==> config.mk <==
export PLATFORM = sky130hd
export DESIGN_NAME = video_vram_arbiter
export DESIGN_NICKNAME = d
export VERILOG_FILES = /design/src/rtl/video_vram_arbiter_pkg.sv /design/src/rtl/video_vaddr.sv /design/src/rtl/video_vram_arbiter.sv
export SDC_FILE = /design/constraint.sdc
export NUM_CORES = 1
export LEC_CHECK = 0
export CORE_ASPECT_RATIO = 1.1
export CORE_MARGIN = 5
export CORE_UTILIZATION = 52
export DETAILED_ROUTE_END_ITERATION = 6
export HOLD_SLACK_MARGIN = 0.05
export PLACE_DENSITY_LB_ADDON = 0.3
export SLEW_MARGIN = 40
export SYNTH_ARGS = -nofsm -noshare
export SYNTH_HDL_FRONTEND = slang
export SYNTH_SLANG_ARGS = --single-unit
==> constraint.sdc <==
create_clock -name I_clock -period 6.55 [get_ports I_clock]
set_clock_uncertainty 0.1 [all_clocks]
set_input_delay 0.655 -clock I_clock [delete_from_list [all_inputs] [get_ports I_clock]]
set_output_delay 0.655 -clock I_clock [all_outputs]
set_load 0.02 [all_outputs]
==> src/rtl/video_vram_arbiter_pkg.sv <==
// video_vram_types: shared types for the VRAM arbiter slice.
//   vram_state_t : bus sequencer states (IDLE -> ACCESS -> [CAPTURE] -> IDLE)
//   grant_t      : owner of the current bus access
//   C_incr_small : PPUDATA auto-increment when PPUCTRL[2]=0
package video_vram_types;

  typedef enum logic [1:0] {IDLE, ACCESS, CAPTURE} vram_state_t;
  typedef enum logic {GRANT_HOST, GRANT_RND} grant_t;

  localparam int C_incr_small = 1;

endpackage

==> src/rtl/video_vaddr.sv <==
// video_vaddr: PPUADDR two-write latch plus the current VRAM address v.
//   clk, rst   : clock, async active-high reset
//   addr_wr    : host write to PPUADDR, byte on wdata
//   latch_clr  : PPUSTATUS read, clears the write toggle
//   incr       : strobe, advance v by 1 or P_incr_big (incr32)
//   v          : current VRAM address
module video_vaddr
  import video_vram_types::*;
#(
  parameter int P_addr_width = 14,
  parameter int P_incr_big   = 32
) (
  input  logic                    clk,
  input  logic                    rst,
  input  logic                    addr_wr,
  input  logic                    latch_clr,
  input  logic [7:0]              wdata,
  input  logic                    incr,
  input  logic                    incr32,
  output logic [P_addr_width-1:0] v
);

  localparam int HI = P_addr_width - 8;

  logic [P_addr_width-1:0] t, t_n, v_n, step;
  logic                    toggle, toggle_n;

  assign step = incr32 ? P_addr_width'(P_incr_big) : P_addr_width'(C_incr_small);

  always_comb begin
    t_n      = t;
    v_n      = v;
    toggle_n = toggle;
    // Increment first so a same-cycle second PPUADDR write overrides it.
    if (incr)
      v_n = v + step;
    if (addr_wr) begin
      if (!toggle) begin
        // High byte: top two bits of the 14-bit space are forced to zero.
        t_n      = {HI'(wdata[5:0]), t[7:0]};
        toggle_n = 1'b1;
      end else begin
        t_n      = {t[P_addr_width-1:8], wdata};
        v_n      = t_n;
        toggle_n = 1'b0;
      end
    end
    // Status read wins over the toggle flip of a same-cycle address write.
    if (latch_clr)
      toggle_n = 1'b0;
  end

  always_ff @(posedge clk or posedge rst) begin
    if (rst) begin
      t      <= '0;
      v      <= '0;
      toggle <= 1'b0;
    end else begin
      t      <= t_n;
      v      <= v_n;
      toggle <= toggle_n;
    end
  end

endmodule

==> src/rtl/video_vram_arbiter.sv <==
// video_vram_arbiter: shares the 14-bit PPU VRAM bus between the host
// PPUDATA port and the render fetch requester.
//   Host side   : I_addr_wr/I_data_wr/I_data_rd/I_latch_clr pulses, I_host_data,
//                 I_incr32; O_read_buffer (delayed read), O_vaddr, O_overrun, O_busy
//   Render side : I_rnd_req/I_rnd_addr level request; O_rnd_ack/O_rnd_data
//   VRAM side   : O_vid_addr/O_vid_wren/O_vid_data registered, I_vid_data
//                 valid one cycle after the address
// A host access takes IDLE->ACCESS (write) or IDLE->ACCESS->CAPTURE (read).
module video_vram_arbiter
  import video_vram_types::*;
#(
  parameter int P_addr_width = 14,
  parameter int P_incr_big   = 32
) (
  input  logic                    I_clock,
  input  logic                    I_reset,
  input  logic                    I_addr_wr,
  input  logic                    I_data_wr,
  input  logic                    I_data_rd,
  input  logic                    I_latch_clr,
  input  logic [7:0]              I_host_data,
  input  logic                    I_incr32,
  output logic [7:0]              O_read_buffer,
  output logic [P_addr_width-1:0] O_vaddr,
  output logic                    O_overrun,
  output logic                    O_busy,
  input  logic                    I_rnd_req,
  input  logic [P_addr_width-1:0] I_rnd_addr,
  output logic                    O_rnd_ack,
  output logic [7:0]              O_rnd_data,
  output logic [P_addr_width-1:0] O_vid_addr,
  output logic                    O_vid_wren,
  input  logic [7:0]              I_vid_data,
  output logic [7:0]              O_vid_data
);

  logic [P_addr_width-1:0] v;
  logic                    host_req, accept, host_done, host_win, grant_start;
  logic                    pend_vld, pend_wr, host_prio;
  logic [P_addr_width-1:0] pend_addr;
  logic [7:0]              pend_data;
  vram_state_t             state, state_n;
  grant_t                  grant, grant_n;

  // Write wins a same-cycle read: pend_wr takes I_data_wr, the read is dropped.
  assign host_req = I_data_wr | I_data_rd;
  assign accept   = host_req & ~pend_vld;

  video_vaddr #(
    .P_addr_width (P_addr_width),
    .P_incr_big   (P_incr_big)
  ) u_vaddr (
    .clk       (I_clock),
    .rst       (I_reset),
    .addr_wr   (I_addr_wr),
    .latch_clr (I_latch_clr),
    .wdata     (I_host_data),
    .incr      (accept),
    .incr32    (I_incr32),
    .v         (v)
  );

  // Render normally wins; host_prio hands the next slot to a host op that
  // was waiting when a render access finished, so the host cannot starve.
  assign host_win = pend_vld & (host_prio | ~I_rnd_req);

  assign host_done = (grant == GRANT_HOST) &&
                     ((state == ACCESS && pend_wr) || state == CAPTURE);

  always_comb begin
    state_n     = state;
    grant_n     = grant;
    grant_start = 1'b0;
    case (state)
      IDLE: begin
        if (host_win) begin
          state_n     = ACCESS;
          grant_n     = GRANT_HOST;
          grant_start = 1'b1;
        end else if (I_rnd_req) begin
          state_n     = ACCESS;
          grant_n     = GRANT_RND;
          grant_start = 1'b1;
        end
      end
      ACCESS:  state_n = (grant == GRANT_HOST && pend_wr) ? IDLE : CAPTURE;
      CAPTURE: state_n = IDLE;
      default: state_n = IDLE;
    endcase
  end

  always_ff @(posedge I_clock or posedge I_reset) begin
    if (I_reset) begin
      state <= IDLE;
      grant <= GRANT_HOST;
    end else begin
      state <= state_n;
      grant <= grant_n;
    end
  end

  // Single-entry host slot; stays valid until its bus access completes.
  always_ff @(posedge I_clock or posedge I_reset) begin
    if (I_reset) begin
      pend_vld  <= 1'b0;
      pend_wr   <= 1'b0;
      pend_addr <= '0;
      pend_data <= '0;
      O_overrun <= 1'b0;
    end else begin
      O_overrun <= host_req & pend_vld;
      if (accept) begin
        pend_vld  <= 1'b1;
        pend_wr   <= I_data_wr;
        pend_addr <= v;
        pend_data <= I_host_data;
      end else if (host_done) begin
        pend_vld  <= 1'b0;
      end
    end
  end

  always_ff @(posedge I_clock or posedge I_reset) begin
    if (I_reset) begin
      O_vid_addr    <= '0;
      O_vid_wren    <= 1'b0;
      O_vid_data    <= '0;
      O_rnd_ack     <= 1'b0;
      O_read_buffer <= '0;
      host_prio     <= 1'b0;
    end else begin
      O_vid_wren <= 1'b0;
      O_rnd_ack  <= 1'b0;
      if (grant_start) begin
        O_vid_addr <= host_win ? pend_addr : I_rnd_addr;
        O_vid_wren <= host_win & pend_wr;
        O_vid_data <= pend_data;
      end
      // Ack is registered so it lines up with read data in CAPTURE.
      if (state == ACCESS && grant == GRANT_RND)
        O_rnd_ack <= 1'b1;
      if (state == CAPTURE && grant == GRANT_HOST)
        O_read_buffer <= I_vid_data;
      if (state == CAPTURE && grant == GRANT_RND)
        host_prio <= pend_vld | accept;
      else if (grant_start && host_win)
        host_prio <= 1'b0;
    end
  end

  assign O_busy     = pend_vld | (state != IDLE && grant == GRANT_HOST);
  assign O_vaddr    = v;
  assign O_rnd_data = O_rnd_ack ? I_vid_data : 8'h00;

endmodule

## After elaboration in Yosys (flattened, before gate mapping)

Cells that the tools add are included.

- Input port bits: 38
- Latch bits: 0
- Bits in read-only memories: 0
- RAM bits: 0
- Memories kept: 0
- Register bits: 82

- Div/mod/pow operators: 0
- Reductions and logical operators: 17
- Mux-type cells: 24
- Equality and inequality tests: 3
- $lt $le $gt $ge: 0
- Shift operators: 0
- Multiply operators: 0
- Add/subtract/negate cells: 1
- Bitwise logic cells: 12

Operator list:

| cell | number |
|---|---|
| 14-bit 2-to-1 mux | 4 |
| 14-bit adder | 1 |
| 1-bit 2-to-1 mux | 14 |
| 2-bit nonzero test | 5 |
| 1-bit logical AND | 8 |
| 8-bit 2-to-1 mux | 1 |
| 2-bit 2-to-1 mux | 3 |
| 6-bit 2-to-1 mux | 1 |
| 1-bit bitwise AND | 4 |
| 1-bit NOT | 4 |
| 1-bit OR | 4 |
| 2-bit one-hot mux with 2 select lines | 1 |
| 2-bit AND reduction | 2 |
| 3-bit inequality test, second input constant | 1 |
| 2-bit by 1-bit equality test with 1-bit output, second input constant | 1 |
| 2-bit equality test, second input constant | 1 |
| 2-bit zero test | 1 |
| 1-bit logical OR | 1 |

## Longest topological paths before layout

Gate-level depths: netlist of the first run.

- Depth in word-level cells: 8
- Gate-level depth with buffers: 6

## Hierarchy

From an unflattened synthesis of the first run, not the netlist that was laid out.

- Cell total of the unflattened synthesis: 319
- Area total of the unflattened synthesis: 3,733.6 um2

By module, submodules not included:

| module | sequential area each (um2) | cells an instance | times used | area each (um2) |
|---|---|---|---|---|
| video_vram_arbiter | 1,526.5 | 206 | 1 | 2,618.8 |
| video_vaddr | 525.5 | 113 | 1 | 1,114.8 |

## Least setup slack after synthesis of the first run

OpenSTA, ideal clock, no wires.

- Path kind: input to register
- Start point: in I_incr32
- End point: reg u_vaddr.v[11]
- Library setup time: 0.082 ns
- Data arrival time: 1.865 ns
- Setup slack: 4.503 ns
- Stages: 5
- Path buffers: 0
- Cells stage by stage: ha_1 and4_1 a31oi_1 or4_1 a31oi_1

- Longest elaborated chain between the ends: 5

Ends and longest elaborated chain:

| item | line | text |
|---|---|---|
| start: declaration | video_vram_arbiter.sv:22 | `input logic I_incr32,` |
| 6-bit 2-to-1 mux * | video_vaddr.sv:28 | `assign step = incr32 ? P_addr_width'(P_incr_big) : P_addr_width'(C_incr_small);` |
| 14-bit adder * | video_vaddr.sv:36 | `v_n = v + step;` |
| 14-bit 2-to-1 mux * | video_vaddr.sv:35 | `if (incr)` |
| 14-bit 2-to-1 mux | video_vaddr.sv:38 | `if (!toggle) begin` |
| 14-bit 2-to-1 mux * | video_vaddr.sv:37 | `if (addr_wr) begin` |
| named net u_vaddr.v_n[11] | video_vaddr.sv:25 | `logic [P_addr_width-1:0] t, t_n, v_n, step;` |
| end signal: assignment | video_vaddr.sv:60 | `v <= v_n;` |
| end: declaration | video_vaddr.sv:20 | `output logic [P_addr_width-1:0] v` |

The timed path passes the listed nets; every way through them passes the cells marked *.
A chain may end at the register's enable or synchronous reset.

## Final worst setup path of the first run

- Start point: in I_vid_data[6]
- End point: out O_rnd_data[6]

- Longest elaborated chain between the ends: 1

Ends and longest elaborated chain:

| item | line | text |
|---|---|---|
| start: declaration | video_vram_arbiter.sv:33 | `input logic [7:0] I_vid_data,` |
| 8-bit 2-to-1 mux | video_vram_arbiter.sv:153 | `assign O_rnd_data = O_rnd_ack ? I_vid_data : 8'h00;` |
| end: declaration | video_vram_arbiter.sv:30 | `output logic [7:0] O_rnd_data,` |

Every way passes these cells.

==> results of run 1 <==
==> cell families (layout without fill, tap and decap cells) <==
logic type | count (synthesis) | after routing | share of synthesized area
muxes | 37 | 37 | 0.112
AOI/OAI and AO/OA | 53 | 53 | 0.0922
and+or+nand+nor | 138 | 138 | 0.170
xor gates and xnor gates | 5 | 5 | 0.0123
buffers and inverters | 24 | 119 | 0.0277
DFF | 82 | 82 | 0.575
adders and majority gates | 3 | 3 | 0.0105
==> registers in the layout, indices dropped and copies added (netlist names), 2 cells and up <==
| name | count |
|---|---|
| O_vid_addr | 14 |
| pend_addr | 14 |
| u_vaddr.v | 14 |
| O_read_buffer | 8 |
| O_vid_data | 8 |
| pend_data | 8 |
| u_vaddr.t | 6 |
| state | 2 |
==> final timing paths <==
check	cells past startpoint	to	slack [ns]	startpoint
min in group asynchronous	3	O_read_buffer[1]$_DFFE_PP0P_	0.73	I_reset
setup / recovery	3	O_rnd_data[6]	3.92	I_vid_data[6]
setup reg to reg	4	u_vaddr.v[13]$_DFF_PP0_	4.27	pend_vld$_DFFE_PP0P_
max in group asynchronous	3	O_vid_addr[7]$_DFFE_PP0N_	5.14	I_reset
hold reg to reg	2	pend_data[3]$_DFFE_PP0P_	0.38	pend_data[3]$_DFFE_PP0P_
hold / removal	2	pend_data[3]$_DFFE_PP0P_	0.38	pend_data[3]$_DFFE_PP0P_
==> synthesized netlist by cell type (4+ instances only) <==
master / count
or3_1: 5
and2_1: 10
clkbuf_1: 12
nand3_1: 4
nand2_1: 76
mux2_2: 23
o21ai_0: 11
nor2_1: 26
inv_1: 8
or4_1: 4
dfrtp_1: 82
a31oi_1: 9
xor2_1: 4
mux2i_1: 14
a21oi_1: 19
==> cell usage in the layout, fill, tap and decap left out, drive strengths merged, types with 2 or more instances in the layout <==
master / n
a21oi: 19
a31oi: 9
and2: 11
buf: 2
bufinv: 2
clkbuf: 11
clkdlybuf4s50: 93
clkinv: 3
dfrtp: 82
ha: 3
inv: 7
mux2: 23
mux2i: 14
nand2: 76
nand3: 4
nand4: 3
nor2: 26
nor2b: 3
nor3: 2
o21a: 2
o21ai: 12
o21bai: 2
o311ai: 3
or3: 5
or4: 4
xor2: 4
==> metrics by stage <==
step,std cells,cell area (um^2),util,total power [mW]
5_1_grt,519,4780,0.721,2.59
3_5_place_dp,503,4560,0.688,2.04
4_1_cts,519,4780,0.721,2.44
6_report,519,4780,0.721,2.42
3_3_place_gp,503,4550,0.686,1.99
2_1_floorplan,342,3570,-,1.56
==> power by group through the flow <==
stage / logic (mW) / registers, mW / clock network (mW)
2_1_floorplan: 0.519 / 1.04 / 0
3_3_place_gp: 1.08 / 0.906 / 0
3_5_place_dp: 1.12 / 0.920 / 0
4_1_cts: 1.12 / 0.910 / 0.407
5_1_grt: 1.21 / 0.946 / 0.430
6_report: 1.11 / 0.911 / 0.399
==> cell type report <==
cell class	instances	area [um^2]
multi-input cells	236	1430
well taps	82	103
clock inverters	5	77.6
fillers	490	1850
flip-flops and latches	82	2050
clock buffers	11	141
repair buffers	95	950
inverters	8	31.3
==> per-layer routing <==
| metal | vias up | track usage |
|---|---|---|
| li1 | 1353 | - |
| met1 | 1339 | 0.280 |
| met2 | 84 | 0.311 |
| met3 | 20 | 0.0365 |
| met4 | 0 | 0.103 |
| met5 | - | 0 |
==> tightest hold or removal path, stage by stage, from the launching register on <==
cell     delay, ns
dfrtp_1       0.35
nand2_1       0.05
nand2_1       0.06
==> impl_metrics.toml, run 1 <==
[grt]
grt_overflow_total = 0
gr-usage-all-layers = 0.205
antenna_found_initial = 0
grt_pass1_wl_um = 14000
grt_max_degree = 83
grt_pass1_vias = 2917

[synthesis]
synth_area_leader_cell = "dfrtp_1"
seq_area_frac_synth = 0.575
synth.distinct_cells = 39
synth_fp_nets = 383
syn_inst = 342
syn_avg_cell_area_um2 = 10.4
synth_top_area_frac = 0.575
synth.ff_latch_count = 82
synthFlopType = "dfrtp_1"
synth_edf_count = 0
async_flop_share = 1.00
ys_top_cells_by_area = "dfrtp_1, nand2_1, mux2_2"
ys_warn_count = 0
syn_area_um2 = 3570

[run_status]
status = "completed"

[die]
rows = 31
coreArea_um2 = 6630
start_util = 0.538
io_pins = 94
dieHeight_um = 96.9
die_area_um2 = 8620
die_width_um = 89.0

[drt]
wl_met3_um = 473
wl_um = 8280
avgViaCountPerCell = 5.39
vias = 2796
drt_iter0_drc = 179
antenna_left = 0
highest_layer = "met4"
drt-met1-wl_um = 3540
wl_per_cell_um = 16.0
drc_errors = 0
routed-wl-met2_um = 4030
first_pass_iters = 5

[critical_path]
crit_family = "buffers and inverters"
worstPathRequired_ns = 5.79
crit_path_frequent_cell = "clkdlybuf4s50_1"
end_kind = "output pin"
path_cells = "clkdlybuf4s50_1, and2_1, clkdlybuf4s50_1"
cp_max_fo = 2
crit_slowest_cell = "clkdlybuf4s50_1"
crit_type = "input port to output pin"
start_kind = "input port"
cp.arrival_ns = 1.87
crit_path_max_incr_delay_ns = 0.60
worst-path-buf-inv = 2

[power]
netSwitchingFraction = 0.386
p_comb_frac = 0.459
vdd_drop_max_mv = 0.318
clkPwrFrac = 0.165
intPower_mw = 1.49
cellPowerDensity_nw_per_um2 = 506
power.leakage_nw = 2.11
p_seq_frac = 0.377
p_sw_uw = 933

[placement]
port-buffer-count = 93
hpwl_um = 5860
place.gp.congestion = 0.784
pre_cts_slack_ns = 3.63

[clocking]
cts.sink_count = 82
cts-root-buf = "clkbuf_8"
cts-buffers-inserted = 9
hold_buffers = 0
cts_buffer_depth = 2
post_cts_buffers = 0
clk_latency_ns = 0.34
cts-htree-levels = 3
cts_tree = "built"
cts_resized = 0
clk_pin_slew_worst_paths_ns = 0.08

[sta]
max_freq_mhz = 381
fin_crit_ns = 2.63
fin_tns_setup_ns = 0
finalHoldViolCount = 0
fin_hold_ws_ns = 0.379
rsz0062_at_grt = "no"
setup_viol = 0
slew_headroom = 0.494
setup_ws_ns = 3.92
worst_slew_pin_slew_ns = 0.757
maxSlewViolCount = 0
timing.final.crit_share = 0.401

[cells_and_area]
nets = 473
drive_gt1_frac = 0.101
n_antenna_cell = 0
area_delta_synth_final_pct = 34.0

[run]
max-cap-violations = 0

[min_path]
min_path_type = "flop to flop"
No activity file was read; power rests on OpenSTA's default activity.
==> run 2, diff against run 1 <==
--- a/config.mk
+++ b/config.mk
@@ -7,7 +7,7 @@
 export LEC_CHECK = 0
 export CORE_ASPECT_RATIO = 1.1
 export CORE_MARGIN = 5
-export CORE_UTILIZATION = 52
+export CORE_UTILIZATION = 44
 export DETAILED_ROUTE_END_ITERATION = 6
 export HOLD_SLACK_MARGIN = 0.05
 export PLACE_DENSITY_LB_ADDON = 0.3
==> constraint.sdc (replaced) <==
create_clock -name I_clock -period 2.25 [get_ports I_clock]
set_clock_uncertainty 0.1 [all_clocks]
set_input_delay 0.225 -clock I_clock [delete_from_list [all_inputs] [get_ports I_clock]]
set_output_delay 0.225 -clock I_clock [all_outputs]
set_load 0.02 [all_outputs]
==> impl_metrics.toml, run 2 (same netlist as run 1, synthesis figures left out) <==
[run_status]
status = "completed"

[sta]
fin_hold_ws_ns = 0.240
timing.final.crit_share = 0.874
setup_ws_ns = 0.283
setup_viol = 0
max_freq_mhz = 508
slew_headroom = 0.585
fin_crit_ns = 1.97
fin_tns_setup_ns = 0
rsz0062_at_grt = "no"
worst_slew_pin_slew_ns = 0.621
maxSlewViolCount = 0
finalHoldViolCount = 0

[power]
power_mw = 7.01
vdd_drop_max_mv = 0.577
cellPowerDensity_nw_per_um2 = 1440
power.leakage_nw = 2.15

[cells_and_area]
final_util = 0.617
instances_no_fill = 557
mostFrequentLayoutCells = "clkdlybuf4s50_1, dfrtp_1, nand2_1"
layout_commonest_cell = "clkdlybuf4s50_1"
nets = 486
fill_cells = 693
top_regs = "O_vid_addr x14, pend_addr x14, u_vaddr.v x14"
drive_gt1_frac = 0.122
area_delta_synth_final_pct = 36.9
design_area_um2 = 4880
n_antenna_cell = 0

[critical_path]
path_cells = "nor2_1, o21bai_1, clkdlybuf4s50_1"
cp.arrival_ns = 1.64
crit_type = "flop to output pin"
r2r-end = "u_vaddr.v[11]$_DFF_PP0_"
ff2ff_setup_slack_ns = 0.31
worstPathRequired_ns = 1.92
worst-path-buf-inv = 1
crit_slowest_cell = "clkdlybuf4s50_1"
crit_path_max_incr_delay_ns = 0.62
end_kind = "output pin"
start_kind = "flop"
r2r-start = "u_vaddr.v[5]$_DFF_PP0_"
crit_family = "buffers and inverters"
reg2regPathDepth = 5
cp_max_fo = 6

[clocking]
clk_pin_slew_worst_paths_ns = 0.08
hold_buffers = 0
cts-htree-levels = 3
cts_resized = 0
post_cts_buffers = 0
cts-buffers-inserted = 9
clk_latency_ns = 0.34
cts_buffer_depth = 2
cts.sink_count = 82
cts-root-buf = "clkbuf_8"
cts_tree = "built"

[drt]
drc_errors = 0
avgViaCountPerCell = 5.09
antenna_left = 0
first_pass_iters = 4
drt_iter0_drc = 107
wl_per_cell_um = 15.0
wl_um = 8380
vias = 2834

[die]
die_width_um = 95.9
io_pins = 94
die_area_um2 = 10000
start_util = 0.451
rows = 34
dieHeight_um = 104
coreArea_um2 = 7910

[grt]
antenna_found_initial = 0
grt_pass1_vias = 2878
gr-usage-all-layers = 0.177
grt_max_degree = 83
grt_pass1_wl_um = 14000
grt_overflow_total = 0

[placement]
port-buffer-count = 93
hpwl_um = 6110
dpl.cell_count = 542
place.gp.congestion = 0.855
pre_cts_slack_ns = 0.0485
post_dp_cell_area_um2 = 4700

[min_path]
min_path_type = "input port to async pin"

[run]
max-cap-violations = 0
## run 2: cell count changes in the layout (fill, tap and decap cells not counted), sizes merged
cell    delta
bufinv     -1
clkinv     -1
clkbuf     +1
buf       +13
## run 2: final cells by class
class                           instances  area, um^2  share of cell area
Timing Repair Buffer                  108        1060               0.216
Tap cell                              108         135              0.0277
Clock buffer                           12         145              0.0297
Sequential cell                        82        2050               0.420
Multi-Input combinational cell        236        1420               0.291
Clock inverter                          3        40.0             0.00820
Inverter                                8        33.8             0.00692
## run 2: worst max-delay path by stage
stage | start | depth (start not counted) | endpoint
floorplan | u_vaddr.v[5]$_DFF_PP0_ | 5 | u_vaddr.v[11]$_DFF_PP0_
global placement | I_incr32 | 6 | u_vaddr.v[11]$_DFF_PP0_
detailed placement | I_incr32 | 6 | u_vaddr.v[9]$_DFF_PP0_
CTS | state[1]$_DFFE_PP0P_ | 3 | O_busy
global route | u_vaddr.v[5]$_DFF_PP0_ | 5 | u_vaddr.v[7]$_DFF_PP0_
finish | state[1]$_DFFE_PP0P_ | 3 | O_busy
## run 2: tightest hold or removal path: cells and delay by family
family	cells	cell delay, ns
buffers and inverters	3	0.88
## run 2: per-layer routing
metal  up-vias  part of all wire  global-route usage
met5         -                 0                   0
met4         0            0.0086              0.0539
met3         5             0.080              0.0543
met2        78              0.48               0.282
met1      1377              0.43               0.229
li1       1374                 -                   -
## run 2: where the power goes
part,total [mW],switching [mW],leakage [nW],internal (mW)
clock,1.03,0.496,0.0962,0.535
sequential,2.61,0.464,0.985,2.14
combinational,3.37,1.74,1.07,1.64
total,7.01,2.70,2.15,4.31
==> run 3, diff against run 2 <==
--- a/config.mk
+++ b/config.mk
@@ -6,7 +6,7 @@
 export NUM_CORES = 1
 export LEC_CHECK = 0
 export CORE_ASPECT_RATIO = 1.1
-export CORE_MARGIN = 5
+export CORE_MARGIN = 2
 export CORE_UTILIZATION = 44
 export DETAILED_ROUTE_END_ITERATION = 6
 export HOLD_SLACK_MARGIN = 0.05
==> impl_metrics.toml, run 3 (same netlist as run 1, synthesis figures left out) <==
[placement]
port-buffer-count = 93
place.gp.congestion = 0.778
hpwl_um = 5920

[clocking]
cts-root-buf = "clkbuf_8"
cts-htree-levels = 3
cts_buffer_depth = 2
cts.sink_count = 82
cts_resized = 0
cts_tree = "built"
cts-buffers-inserted = 9
clk_pin_slew_worst_paths_ns = 0.08
post_cts_buffers = 0
clk_latency_ns = 0.34
hold_buffers = 0

[sta]
max_freq_mhz = 499
rsz0062_at_grt = "no"
worst_slew_pin_slew_ns = 0.615
fin_tns_setup_ns = 0
fin_crit_ns = 2.00
maxSlewViolCount = 0
fin_hold_ws_ns = 0.204
finalHoldViolCount = 0
slew_headroom = 0.589
timing.final.crit_share = 0.891
setup_viol = 0

[drt]
first_pass_iters = 4
drc_errors = 0
avgViaCountPerCell = 5.06
vias = 2831
drt_iter0_drc = 130
wl_per_cell_um = 14.6
wl_um = 8140
antenna_left = 0

[power]
cellPowerDensity_nw_per_um2 = 1440
power.leakage_nw = 2.17
vdd_drop_max_mv = 0.793

[critical_path]
crit_end = "O_busy"
cp_max_fo = 6
end_kind = "output pin"
r2r-start = "u_vaddr.v[5]$_DFF_PP0_"
reg2regPathDepth = 5
r2r-end = "u_vaddr.v[9]$_DFF_PP0_"
worstSetupStartpoint = "state[1]$_DFFE_PP0P_"
start_kind = "flop"
crit_type = "flop to output pin"
worstPathRequired_ns = 1.92
cp.arrival_ns = 1.68
ff2ff_setup_slack_ns = 0.27

[die]
die_width_um = 89.9
rows = 34
dieHeight_um = 98.5
start_util = 0.451
coreArea_um2 = 7910
io_pins = 94
die_area_um2 = 8850

[run]
max-cap-violations = 0

[cells_and_area]
n_antenna_cell = 0
area_delta_synth_final_pct = 38.3
nets = 487
drive_gt1_frac = 0.129
mostFrequentLayoutCells = "clkdlybuf4s50_1, dfrtp_1, nand2_1"
layout_commonest_cell = "clkdlybuf4s50_1"
top_regs = "O_vid_addr x14, pend_addr x14, u_vaddr.v x14"

[grt]
grt_pass1_wl_um = 13900
grt_pass1_vias = 2896
antenna_found_initial = 0
grt_max_degree = 47
grt_overflow_total = 0
gr-usage-all-layers = 0.194

[run_status]
status = "completed"

[min_path]
min_path_type = "input port to async pin"
run 3: cell count changes in the layout (fill, tap and decap cells not counted):
cell        delta
clkinvlp_4     +2
clkinv_2       -1
clkbuf_8       +1
buf_4          -1
clkbuf_1       -1
buf_12         +2
run 3: where the power goes:
part / leakage (nW) / internal (mW) / switching, mW / total, mW
clock network: 0.0986 / 0.572 / 0.506 / 1.08
logic: 1.09 / 1.67 / 1.74 / 3.41
registers: 0.985 / 2.14 / 0.481 / 2.62
run 3: per-stage QoR:
| step | worst slack, ns | cells | cell area (um^2) | utilization | power, mW |
|---|---|---|---|---|---|
| 6_report | 0.246 | 559 | 4940 | 0.624 | 7.11 |
| 5_1_grt | 0.139 | 559 | 4940 | 0.624 | 7.59 |
| 4_1_cts | 0.222 | 559 | 4940 | 0.624 | 7.17 |
| 3_5_place_dp | 0.0297 | 543 | 4730 | 0.598 | 6.07 |
| 3_3_place_gp | 0.0780 | 543 | 4730 | 0.598 | 5.97 |
| 2_1_floorplan | 0.354 | 342 | 3570 | - | 4.54 |
run 3: worst max-delay path, cell delays in order (launching register included):
cell,delay [ns]
dfrtp_1,0.43
nor2_1,0.10
o21bai_1,0.17
clkdlybuf4s50_1,0.64
run 3: layout make-up:
class                           count  area, um^2
Timing Repair Buffer              109        1090
Inverter                            8        33.8
Clock inverter                      4        50.0
Clock buffer                       12         155
Sequential cell                    82        2050
Multi-Input combinational cell    236        1420
Tap cell                          108         135
Fill cell                         655        2980
run 3: how the worst min path moves through the flow:
stage / startpoint / cells after the start / end / slack (ns)
floorplan: I_latch_clr / 1 / u_vaddr.toggle$_DFFE_PP0P_ / 0.19
global placement: pend_data[2]$_DFFE_PP0P_ / 2 / pend_data[2]$_DFFE_PP0P_ / 0.35
detailed placement: pend_data[2]$_DFFE_PP0P_ / 2 / pend_data[2]$_DFFE_PP0P_ / 0.36
CTS: I_reset / 3 / pend_addr[1]$_DFFE_PP0P_ / 0.20
global route: I_reset / 3 / pend_addr[1]$_DFFE_PP0P_ / 0.23
finish: I_reset / 3 / pend_addr[1]$_DFFE_PP0P_ / 0.20
run 3: layer usage:
| metal | global-route usage | share of wire | vias up |
|---|---|---|---|
| met5 | 0 | 0 | - |
| met3 | 0.0420 | 0.060 | 12 |
| li1 | - | - | 1368 |
| met1 | 0.264 | 0.46 | 1354 |
| met4 | 0.0757 | 0.016 | 0 |
| met2 | 0.311 | 0.47 | 97 |
